--- config.mk ---
export PLATFORM = sky130hd
export DESIGN_NAME = quad_gpio_irq
export DESIGN_NICKNAME = d
export VERILOG_FILES = /design/src/rtl/quad_gpio_irq.sv
export SDC_FILE = /design/constraint.sdc
export NUM_CORES = 1
export LEC_CHECK = 0
export ABC_AREA = 1
export ABC_CLOCK_PERIOD_IN_PS = 1710
export BUFFER_PORTS_ARGS = -buffer_cell sky130_fd_sc_hd__buf_2
export CORE_AREA = 10 10 90 108
export DETAILED_ROUTE_END_ITERATION = 7
export DIE_AREA = 0 0 100 118
export PLACE_DENSITY = 0.9
export SETUP_SLACK_MARGIN = 0.15
export SLEW_MARGIN = 40
export SYNTH_ARGS = -nofsm -noshare
export SYNTH_HDL_FRONTEND = slang
export SYNTH_SLANG_ARGS = --single-unit
export TNS_END_PERCENT = 50
--- constraint.sdc ---
create_clock -name i_clk -period 1.71 [get_ports i_clk]
set_clock_uncertainty 0.05 [all_clocks]
set_input_delay 0.342 -clock i_clk [delete_from_list [all_inputs] [get_ports i_clk]]
set_output_delay 0.342 -clock i_clk [all_outputs]
set_load 0.01 [all_outputs]
--- src/rtl/quad_gpio_irq.sv ---
// Wishbone GPIO block: output register with set/clear/toggle aliases, direction,
// synchronised inputs and a W1C edge-interrupt status register.
module quad_gpio_irq #(
  parameter int               WIDTH       = 8,
  parameter int               SYNC_STAGES = 2,
  parameter logic [WIDTH-1:0] OUT_RESET   = '0
) (
  input  logic             i_clk,
  input  logic             i_rst,
  input  logic [31:0]      i_wb_addr,
  input  logic [31:0]      i_wb_dat,
  input  logic             i_wb_we,
  input  logic             i_wb_cyc,
  output logic [31:0]      o_wb_dat,
  output logic             o_wb_ack,
  input  logic [WIDTH-1:0] i_gpio,
  output logic [WIDTH-1:0] o_gpio,
  output logic [WIDTH-1:0] o_gpio_oe,
  output logic             o_irq
);

  localparam logic [3:0] A_OUT    = 4'h0;
  localparam logic [3:0] A_SET    = 4'h1;
  localparam logic [3:0] A_CLR    = 4'h2;
  localparam logic [3:0] A_TGL    = 4'h3;
  localparam logic [3:0] A_DIR    = 4'h4;
  localparam logic [3:0] A_IN     = 4'h5;
  localparam logic [3:0] A_RISE   = 4'h6;
  localparam logic [3:0] A_FALL   = 4'h7;
  localparam logic [3:0] A_STATUS = 4'h8;

  localparam int WARM_MAX = SYNC_STAGES + 1;
  localparam int CNT_W    = $clog2(WARM_MAX + 1);

  logic [WIDTH-1:0] out_reg, dir_reg, rise_en_reg, fall_en_reg, status_reg, prev_reg;
  logic [SYNC_STAGES-1:0][WIDTH-1:0] sync_reg;
  logic [CNT_W-1:0] warm_reg;
  logic             ack_reg;
  logic [31:0]      dat_reg;

  logic [WIDTH-1:0] sync, wdat, rise, fall, w1c_mask, out_next, status_next;
  logic [31:0]      rd_data;
  logic [3:0]       reg_sel;
  logic             access, wr_en, warm_done;
  logic             unused_bits;

  assign access    = i_wb_cyc & ~ack_reg;
  assign wr_en     = access & i_wb_we;
  assign reg_sel   = i_wb_addr[5:2];
  assign wdat      = i_wb_dat[WIDTH-1:0];
  assign sync      = sync_reg[SYNC_STAGES-1];
  assign warm_done = (warm_reg == CNT_W'(WARM_MAX));

  // Edges are ignored until the synchroniser and prev flop hold real pin values.
  assign rise = sync & ~prev_reg & rise_en_reg & {WIDTH{warm_done}};
  assign fall = ~sync & prev_reg & fall_en_reg & {WIDTH{warm_done}};

  assign unused_bits = ^{i_wb_addr[31:6], i_wb_addr[1:0], i_wb_dat};

  always_comb begin
    rd_data = '0;
    case (reg_sel)
      A_OUT, A_SET, A_CLR, A_TGL: rd_data[WIDTH-1:0] = out_reg;
      A_DIR:    rd_data[WIDTH-1:0] = dir_reg;
      A_IN:     rd_data[WIDTH-1:0] = sync;
      A_RISE:   rd_data[WIDTH-1:0] = rise_en_reg;
      A_FALL:   rd_data[WIDTH-1:0] = fall_en_reg;
      A_STATUS: rd_data[WIDTH-1:0] = status_reg;
      default:  rd_data = '0;
    endcase
  end

  always_comb begin
    out_next = out_reg;
    w1c_mask = '0;
    if (wr_en) begin
      case (reg_sel)
        A_OUT:    out_next = wdat;
        A_SET:    out_next = out_reg | wdat;
        A_CLR:    out_next = out_reg & ~wdat;
        A_TGL:    out_next = out_reg ^ wdat;
        A_STATUS: w1c_mask = wdat;
        default:  out_next = out_reg;
      endcase
    end
    // New edges are OR-ed in after the clear so a coincident edge keeps its bit.
    status_next = (status_reg & ~w1c_mask) | rise | fall;
  end

  always_ff @(posedge i_clk) begin
    if (i_rst) begin
      out_reg     <= OUT_RESET;
      dir_reg     <= '0;
      rise_en_reg <= '0;
      fall_en_reg <= '0;
      status_reg  <= '0;
      ack_reg     <= 1'b0;
      dat_reg     <= '0;
    end else begin
      out_reg    <= out_next;
      status_reg <= status_next;
      ack_reg    <= access;
      dat_reg    <= access ? rd_data : 32'h0;
      if (wr_en && reg_sel == A_DIR)  dir_reg     <= wdat;
      if (wr_en && reg_sel == A_RISE) rise_en_reg <= wdat;
      if (wr_en && reg_sel == A_FALL) fall_en_reg <= wdat;
    end
  end

  always_ff @(posedge i_clk) begin
    if (i_rst) begin
      sync_reg <= '0;
      prev_reg <= '0;
      warm_reg <= '0;
    end else begin
      sync_reg <= {sync_reg[SYNC_STAGES-2:0], i_gpio};
      prev_reg <= sync;
      if (!warm_done) warm_reg <= warm_reg + 1'b1;
    end
  end

  assign o_wb_ack  = ack_reg;
  assign o_wb_dat  = dat_reg;
  assign o_gpio    = out_reg;
  assign o_gpio_oe = dir_reg;
  assign o_irq     = |status_reg;

endmodule

==> flow_summary.yaml, run 1 <==
outcome:
  status: "finished, final reports clean"
floorplan:
  ios: 126
  start_util: 0.490
  core_area_sq_mm: 0.00758
  die_w_um: 100
  dieArea_sq_mm: 0.0118
  die_h_um: 118
  rows: 35
finish:
  regArea_sq_mm: 0.00151
  nFillCells: 653
  utilization: 0.568
  largest_reg_flops: 16
  final_cell_mix: "nand2_1 (83), nor2_1 (74), dfxtp_1 (72), inv_1 (50), buf_2 (49)"
  nNetsFinal: 660
  syn_to_final_growth_pct: 16.1
  multi_input_area_sq_mm: 0.00185
  layout_commonest_cell: "nand2_1"
  diodes: 0
  drive_above_1_share: 0.196
sta:
  fmax_mhz: 596
  grt_setup_unrepaired: "yes"
  setup_violations: 0
  slew_violations: 0
  period_needed_ps: 1680
  fin_crit_sh: 0.981
  final_hold_viol_count: 0
  setup-tns-final_ps: 0
power:
  ir_drop_mv: 0.455
  totalPowerFinal_mw: 3.62
  power_density_mw_per_mm2: 840
  leakagePower_nw: 1.96
critical_path:
  reg2reg_depth: 6
  critPathMaxFanout: 3
  r2r_setup_slack_ps: 190
  worstSetupEndpointType: "output pin"
  crit_required_ps: 1320
  startpoint_type: "flip-flop"
  cp.arrival_ps: 1280
  critical_path_class: "reg2out"
yosys:
  synth_warnings: 0
  synth.distinct_cells: 27
  ys_ff_latch: 75
  synth-seq-area-share: 0.405
  synthFlopType: "dfxtp_1"
  synth_area_sq_mm: 0.00371
  avgSynthCellArea_sq_um: 7.38
  syn_inst: 503
  synthArstFlopShare: 0
  synth-edff-count: 0
clock_network:
  clk_pin_slew_worst_paths_ps: 80
  clk_latency_ps: 350
  cts_buffers: 9
  cts_htree_levels: 3
  cts_hold_buf: 0
  cts_tree: "built"
  cts_buffer_depth: 2
  clkSinkCount: 75
  cts-root-buf: "clkbuf_8"
place:
  port_buffers: 49
  gp_congestion: 0.871
  place_hpwl_um: 7250
global_routing:
  antenna_found_initial: 0
  grt_pass1_vias: 3410
  track_usage: 0.164
  grt_max_degree: 42
  grt_overflow: 0
  grt_pass1_wl_um: 16000
detailed_routing:
  first_iter_violations: 413
  vias_per_cell: 5.24
  postRouteAntennaNets: 0
  dr.pass1.iters: 6
  wirelength_um: 9920
  post-route-drc-count: 0
  vias: 3477
  routedWlPerCell_um: 14.9
min_path:
  holdCritPathClass: "in2reg"
  worstHoldPathCells: 3
job:
  maxCapViolCount: 0
report_power, final:
part | internal, mW | switching [mW]
registers | 1.80 | 0.0354
clock network | 0.719 | 0.665
logic | 0.130 | 0.271
cell families after synthesis:
group                    Yosys count  synth area share
XOR/XNOR                           1           0.00236
AND/OR/NAND/NOR                  241             0.306
buffers and inverters             94             0.127
adder cells (fa/ha/maj)           17            0.0573
flip-flops                        75             0.405
AO/OA/AOI/OAI                     74             0.102
other                              1           0.00101
cell usage after synthesis, types with 2 or more instances:
| cell | number | area share |
|---|---|---|
| nor3_4 | 2 | 0.0088 |
| o21ai_1 | 19 | 0.026 |
| nor2_4 | 3 | 0.0091 |
| buf_6 | 2 | 0.0061 |
| nand3_1 | 47 | 0.063 |
| nor4_1 | 2 | 0.0034 |
| nand4_1 | 8 | 0.013 |
| nand2_1 | 83 | 0.084 |
| nand3b_1 | 11 | 0.022 |
| nor2_2 | 5 | 0.0084 |
| buf_4 | 26 | 0.053 |
| a21oi_1 | 47 | 0.063 |
| dfxtp_1 | 75 | 0.40 |
| inv_1 | 50 | 0.051 |
| clkbuf_1 | 8 | 0.0081 |
| a21oi_2 | 2 | 0.0047 |
| nand2_4 | 2 | 0.0061 |
| buf_2 | 5 | 0.0067 |
| nor2_1 | 74 | 0.075 |
| inv_2 | 3 | 0.0030 |
| o21ai_0 | 6 | 0.0081 |
| nand2_2 | 2 | 0.0034 |
| ha_1 | 17 | 0.057 |
stage by stage:
stage / area, sq um / setup WS [ps] / instances / hold slack (ps)
2_1_floorplan: 3800 / 342 / 526 / 338
3_3_place_gp: 4060 / 174 / 646 / 341
3_5_place_dp: 4060 / 64.4 / 646 / 343
4_1_cts: 4300 / 68.0 / 664 / 124
5_1_grt: 4310 / 22.9 / 664 / 139
6_report: 4310 / 33.3 / 664 / 137
critical path: stages, from the launching register on:
cell and delay, ps:
dfxtp_2 360, nor4_4 310, nand2_1 120, buf_2 150
final timing paths:
kind	start	endpoint
worst min register to register	sync_reg[0]	sync[0]
worst max-delay path	status_reg[5]	o_irq
worst min-delay path	i_gpio[1]	sync_reg[1]
worst max register to register	o_wb_ack	fall_en_reg[6]
area by class of cell:
cell class / count / share of cell area
inverter: 53 / 0.0462
timing repair buffer: 71 / 0.101
tap: 92 / 0.0267
clock inverter: 5 / 0.0142
sequential: 75 / 0.350
clock buffer: 11 / 0.0328
multi-input combinational: 357 / 0.429
routing by layer:
layer	wire, um	global-route usage	up-vias
met5	0	0	-
met4	439	0.108	0
met3	821	0.0505	44
met2	4860	0.268	179
met1	3790	0.178	1553
li1	-	-	1701
repair_timing:
item / in CTS / in global routing
pin swaps: 3 / 2
endpoints found under the hold margin: 0 / 0
resized for setup: 5 / 2
endpoints found under the setup margin: 1 / 10
setup buffers: 2 / 0
Power figures use the tool's default switching activity.
==> inputs of run 2 (changes only) <==
--- a/config.mk
+++ b/config.mk
@@ -7,11 +7,11 @@
 export LEC_CHECK = 0
 export ABC_AREA = 1
 export ABC_CLOCK_PERIOD_IN_PS = 1710
-export BUFFER_PORTS_ARGS = -buffer_cell sky130_fd_sc_hd__buf_2
-export CORE_AREA = 10 10 90 108
+export CORE_AREA = 10 10 82 98
 export DETAILED_ROUTE_END_ITERATION = 7
-export DIE_AREA = 0 0 100 118
-export PLACE_DENSITY = 0.9
+export DIE_AREA = 0 0 92 108
+export DONT_BUFFER_PORTS = 1
+export PLACE_DENSITY = 0.88
 export SETUP_SLACK_MARGIN = 0.15
 export SLEW_MARGIN = 40
 export SYNTH_ARGS = -nofsm -noshare
==> run 2 against run 1 <==
Register-to-register slack improved by 30 ps. Critical path depth decreased by 1. First-iteration DRC count decreased by 4.6%. Sequential share of layout area increased by 3.0 points. Via count decreased by 5.6%. Power decreased by 1.9%. Cell area decreased by 8.0%. Core utilization increased by 6.6 points. Non-clock buffer count decreased by 61. Cell count decreased by 10%. Sequential power about the same. Critical endpoint unchanged. Largest cell class unchanged.
==> flow_summary.yaml, run 2 (synthesis results as in run 1) <==
global_routing:
  grt_pass1_vias: 3186
  grtUsageMet3: 0.0610
  grt_max_degree: 43
  track_usage: 0.185
  grt_pass1_wl_um: 15100
  grt_overflow: 0
  grt_use_met2: 0.311
  use_met1: 0.199
  antenna_found_initial: 0
  busiest_layer: "met2"
power:
  power.internal_mw: 2.69
  power_density_mw_per_mm2: 895
  clockPowerShare: 0.394
  pwr-share-seq: 0.519
  ir_drop_mv: 0.467
  p_comb_frac: 0.087
  switching_share: 0.242
  leakagePower_nw: 1.67
  p_switching_uw: 858
  totalPowerFinal_mw: 3.55
finish:
  final_cell_mix: "nand2_1 (82), nor2_1 (74), dfxtp_1 (74), inv_1 (50)"
  layout_commonest_cell: "nand2_1"
  syn_to_final_growth_pct: 6.85
  instances_no_fill: 596
  largest_reg_flops: 16
  utilization: 0.635
  diodes: 0
  drive_above_1_share: 0.0920
  stdcell_area_sq_mm: 0.00396
  nNetsFinal: 599
floorplan:
  ios: 126
  core_area_sq_mm: 0.00625
  start_util: 0.594
  die_h_um: 108
  die_w_um: 92
  dieArea_sq_mm: 0.00994
  rows: 32
clock_network:
  cts-root-buf: "clkbuf_8"
  clkSinkCount: 75
  clk_pin_slew_worst_paths_ps: 80
  cts_buffer_depth: 2
  postCtsSetupBuffers: 0
  clk_latency_ps: 340
  cts_buffers: 9
  cts_tree: "built"
  cts_htree_levels: 3
detailed_routing:
  vias: 3283
  wirelength_um: 9330
  routedWlPerCell_um: 15.7
  postRouteAntennaNets: 0
  dr.pass1.iters: 7
  first_iter_violations: 394
  vias_per_cell: 5.51
  post-route-drc-count: 0
critical_path:
  critical_path_class: "reg2out"
  cp.arrival_ps: 1140
  worstSetupEndpointType: "output pin"
  critical_path.max_stage_delay_ps: 350
  r2r_setup_slack_ps: 220
  critPathMaxFanout: 3
  crit_chain: "nor4_4 > nand2_2"
  slowest_stage: "dfxtp_2"
  startpoint_type: "flip-flop"
  crit_required_ps: 1320
sta:
  setup-tns-final_ps: 0
  finalWorstSetupSlack_ps: 183
  hold_ws_ps: 13.7
  worst_slew_pin_slew_ps: 501
  slew_headroom: 0.666
  setup_violations: 0
  final_hold_viol_count: 0
  grt_setup_unrepaired: "yes"
  fin_crit_sh: 0.893
  period_needed_ps: 1530
  fmax_mhz: 655
  slew_violations: 0
min_path:
  holdCritPathClass: "in2reg"
place:
  postPlaceCellArea_sq_mm: 0.00371
  dp_cells: 579
  place_hpwl_um: 6700
  gp_congestion: 0.910
  port_buffers: 0
  place_ws_ps: 205
outcome:
  status: "finished, final reports clean"
job:
  maxCapViolCount: 0
==> run 2: cell count changes in the layout (fill, tap and decap cells not counted), sizes merged <==
cell,previous run,this run
clkinvlp,3,0
inv,54,53
clkbuf,11,15
buf,71,9
dlygate4sd3,0,1
==> run 2: repair_timing <==
item | CTS | global route
endpoints found under the setup margin | 1 | 24
resized for setup | 2 | 5
pin swaps | 2 | 1
endpoints found under the hold margin | 0 | 8
hold buffers | 0 | 1
==> run 2: layout make-up <==
type | count | area, sq um
clock buffers | 15 | 176
clock inverters | 1 | 30.0
fillers | 517 | 2280
inverters | 53 | 199
multi-input cells | 357 | 1860
flip-flops and latches | 75 | 1500
well taps | 85 | 106
repair buffers | 10 | 90.1
==> run 2: per-layer routing <==
layer	up-vias	share of wire
met2	181	0.49
met5	-	0
met3	33	0.094
met4	0	0.031
met1	1492	0.38
li1	1577	-
==> run 2: power groups by stage <==
stage | Sequential [mW] | Combinational [mW] | Clock [mW]
3_3_place_gp | 1.88 | 0.276 | 0
3_5_place_dp | 1.88 | 0.290 | 0
2_1_floorplan | 1.87 | 0.283 | 0
6_report | 1.84 | 0.309 | 1.40
5_1_grt | 1.85 | 0.350 | 1.48
4_1_cts | 1.84 | 0.292 | 1.41
==> run 2: critical path, delay by kind of cell, from the launching register on <==
kind,cells,cell delay [ps]
and+or+nand+nor,2,450
DFF,1,350
==> run 2: worst paths after layout <==
path,startpoint,depth (start not counted),endpoint
max reg2reg,o_wb_ack,6,fall_en_reg[7]
max,status_reg[6],2,o_irq
min reg2reg,sync_reg[3],2,sync[3]
min,i_rst,1,o_gpio[1]
==> inputs of run 3 (changes only) <==
--- a/config.mk
+++ b/config.mk
@@ -12,6 +12,7 @@
 export DIE_AREA = 0 0 92 108
 export DONT_BUFFER_PORTS = 1
 export PLACE_DENSITY = 0.88
+export RECOVER_POWER = 100
 export SETUP_SLACK_MARGIN = 0.15
 export SLEW_MARGIN = 40
 export SYNTH_ARGS = -nofsm -noshare
==> run 3 against run 2 <==
Count of clock-buffer cells in the layout is the same. Power decreased by 0.20%. First-iteration DRC count is 5.8% higher. Critical endpoint is now fall_en_reg[4].
==> flow_summary.yaml, run 3 (synthesis results as in run 1) <==
outcome:
  status: "finished, final reports clean"
critical_path:
  rr_startpoint: "o_wb_ack"
  path_buf_inv: 2
  critical_path.max_stage_delay_ps: 370
  crit_chain: "inv_1 > nand3_4 > nor3_4 > clkbuf_2 > o21ai_0 > a21oi_1"
  timing.rr.end: "fall_en_reg[4]"
  startpoint_type: "flip-flop"
  worstSetupEndpointType: "flip-flop"
  critical_path_class: "reg2reg"
  crit_required_ps: 1940
  slowest_stage: "clkbuf_2"
  critPathMaxFanout: 16
  critPathTopFamily: "buffers and inverters"
  cp.arrival_ps: 1790
  r2r_setup_slack_ps: 150
  reg2reg_depth: 6
  crit_cells: 6
  crit_end: "fall_en_reg[4]"
  startpoint: "o_wb_ack"
clock_network:
  clk_latency_ps: 350
  clk_pin_slew_worst_paths_ps: 70
  cts_buffers: 9
  cts_htree_levels: 3
  clkSinkCount: 75
  cts-root-buf: "clkbuf_8"
  cts_tree: "built"
  cts_buffer_depth: 2
  postCtsSetupBuffers: 0
finish:
  regArea_sq_mm: 0.00150
  multi_input_area_sq_mm: 0.00183
  stdcell_area_sq_mm: 0.00393
  diodes: 0
  layout_commonest_cell: "nand2_1"
  syn_to_final_growth_pct: 6.04
  instances_no_fill: 596
  largest_reg_flops: 16
  final_cell_mix: "nand2_1 (83), nor2_1 (74), dfxtp_1 (74), inv_1 (50)"
  nNetsFinal: 599
  drive_above_1_share: 0.0881
  nFillCells: 524
global_routing:
  grt_pass1_wl_um: 15100
  grt_pass1_vias: 3186
  grt_overflow: 0
  antenna_found_initial: 0
  track_usage: 0.185
  grt_max_degree: 43
floorplan:
  dieArea_sq_mm: 0.00994
  start_util: 0.594
  die_h_um: 108
  ios: 126
  core_area_sq_mm: 0.00625
  die_w_um: 92
  rows: 32
detailed_routing:
  vias_per_cell: 5.50
  first_iter_violations: 417
  dr.pass1.iters: 5
  postRouteAntennaNets: 0
  vias: 3276
  wirelength_um: 9370
  post-route-drc-count: 0
  routedWlPerCell_um: 15.7
sta:
  fmax_mhz: 641
  setup_violations: 0
  period_needed_ps: 1560
  finalWorstSetupSlack_ps: 149
  final_hold_viol_count: 0
  grt_setup_unrepaired: "yes"
  setup-tns-final_ps: 0
  slew_violations: 0
  fin_crit_sh: 0.913
place:
  dp_cells: 579
  place_hpwl_um: 6700
  postPlaceCellArea_sq_mm: 0.00371
  port_buffers: 0
  place_ws_ps: 205
  gp_congestion: 0.910
min_path:
  holdCritPathClass: "in2reg"
  worstHoldPathCells: 1
power:
  power_density_mw_per_mm2: 900
  ir_drop_mv: 0.467
  leakagePower_nw: 1.67
  totalPowerFinal_mw: 3.54
job:
  maxCapViolCount: 0
[run 3: changes by cell type in the layout (fill, tap and decap cells not counted), sizes merged]
cell / previous run / this run
buf: 9 / 8
clkbuf: 15 / 16
[run 3: worst min path at each step]
stage                     start             to  slack, ps
finish                    i_rst      o_gpio[1]          9
global route              i_rst    prev_reg[2]          3
CTS                       i_rst  status_reg[6]          1
detailed placement  sync_reg[0]        sync[0]        340
global placement    sync_reg[7]        sync[7]        340
floorplan           sync_reg[0]        sync[0]        340
[run 3: metrics by stage]
| stage | utilization | hold WS (ps) |
|---|---|---|
| detailed placement | 0.594 | 343 |
| finish | 0.630 | 8.94 |
| global placement | 0.594 | 342 |
| global route | 0.630 | 2.66 |
| floorplan | - | 338 |
| CTS | 0.628 | 1.18 |
[run 3: timing repair]
item	in CTS	in global routing
resized for setup	2	5
hold buffers	0	1
endpoints found under the hold margin	0	8
pin swaps	2	1
endpoints found under the setup margin	1	24
[run 3: layout make-up]
| cell class | instances | share of cell area |
|---|---|---|
| Inverter | 53 | 0.0506 |
| Timing Repair Buffer | 10 | 0.0223 |
| Multi-Input combinational cell | 357 | 0.466 |
| Clock inverter | 1 | 0.00763 |
| Clock buffer | 15 | 0.0448 |
| Tap cell | 85 | 0.0270 |
| Sequential cell | 75 | 0.382 |
[run 3: power breakdown]
group | switching (mW) | internal [mW] | total (mW)
registers | 0.0419 | 1.80 | 1.84
logic | 0.211 | 0.0925 | 0.304
clock network | 0.600 | 0.796 | 1.40
total | 0.853 | 2.69 | 3.54
[run 3: per-layer routing]
metal  wire length [um]  global-route usage
met4                285               0.108
met5                  0                   0
met2               4540               0.311
met3                878              0.0610
met1               3670               0.199
[run 3: worst register-to-register path: cells and delay by family (launching register included)]
family | cells | cell delay [ps]
buffers and inverters | 2 | 530
flip-flops | 1 | 350
AO/OA/AOI/OAI | 2 | 270
AND/OR/NAND/NOR | 2 | 290
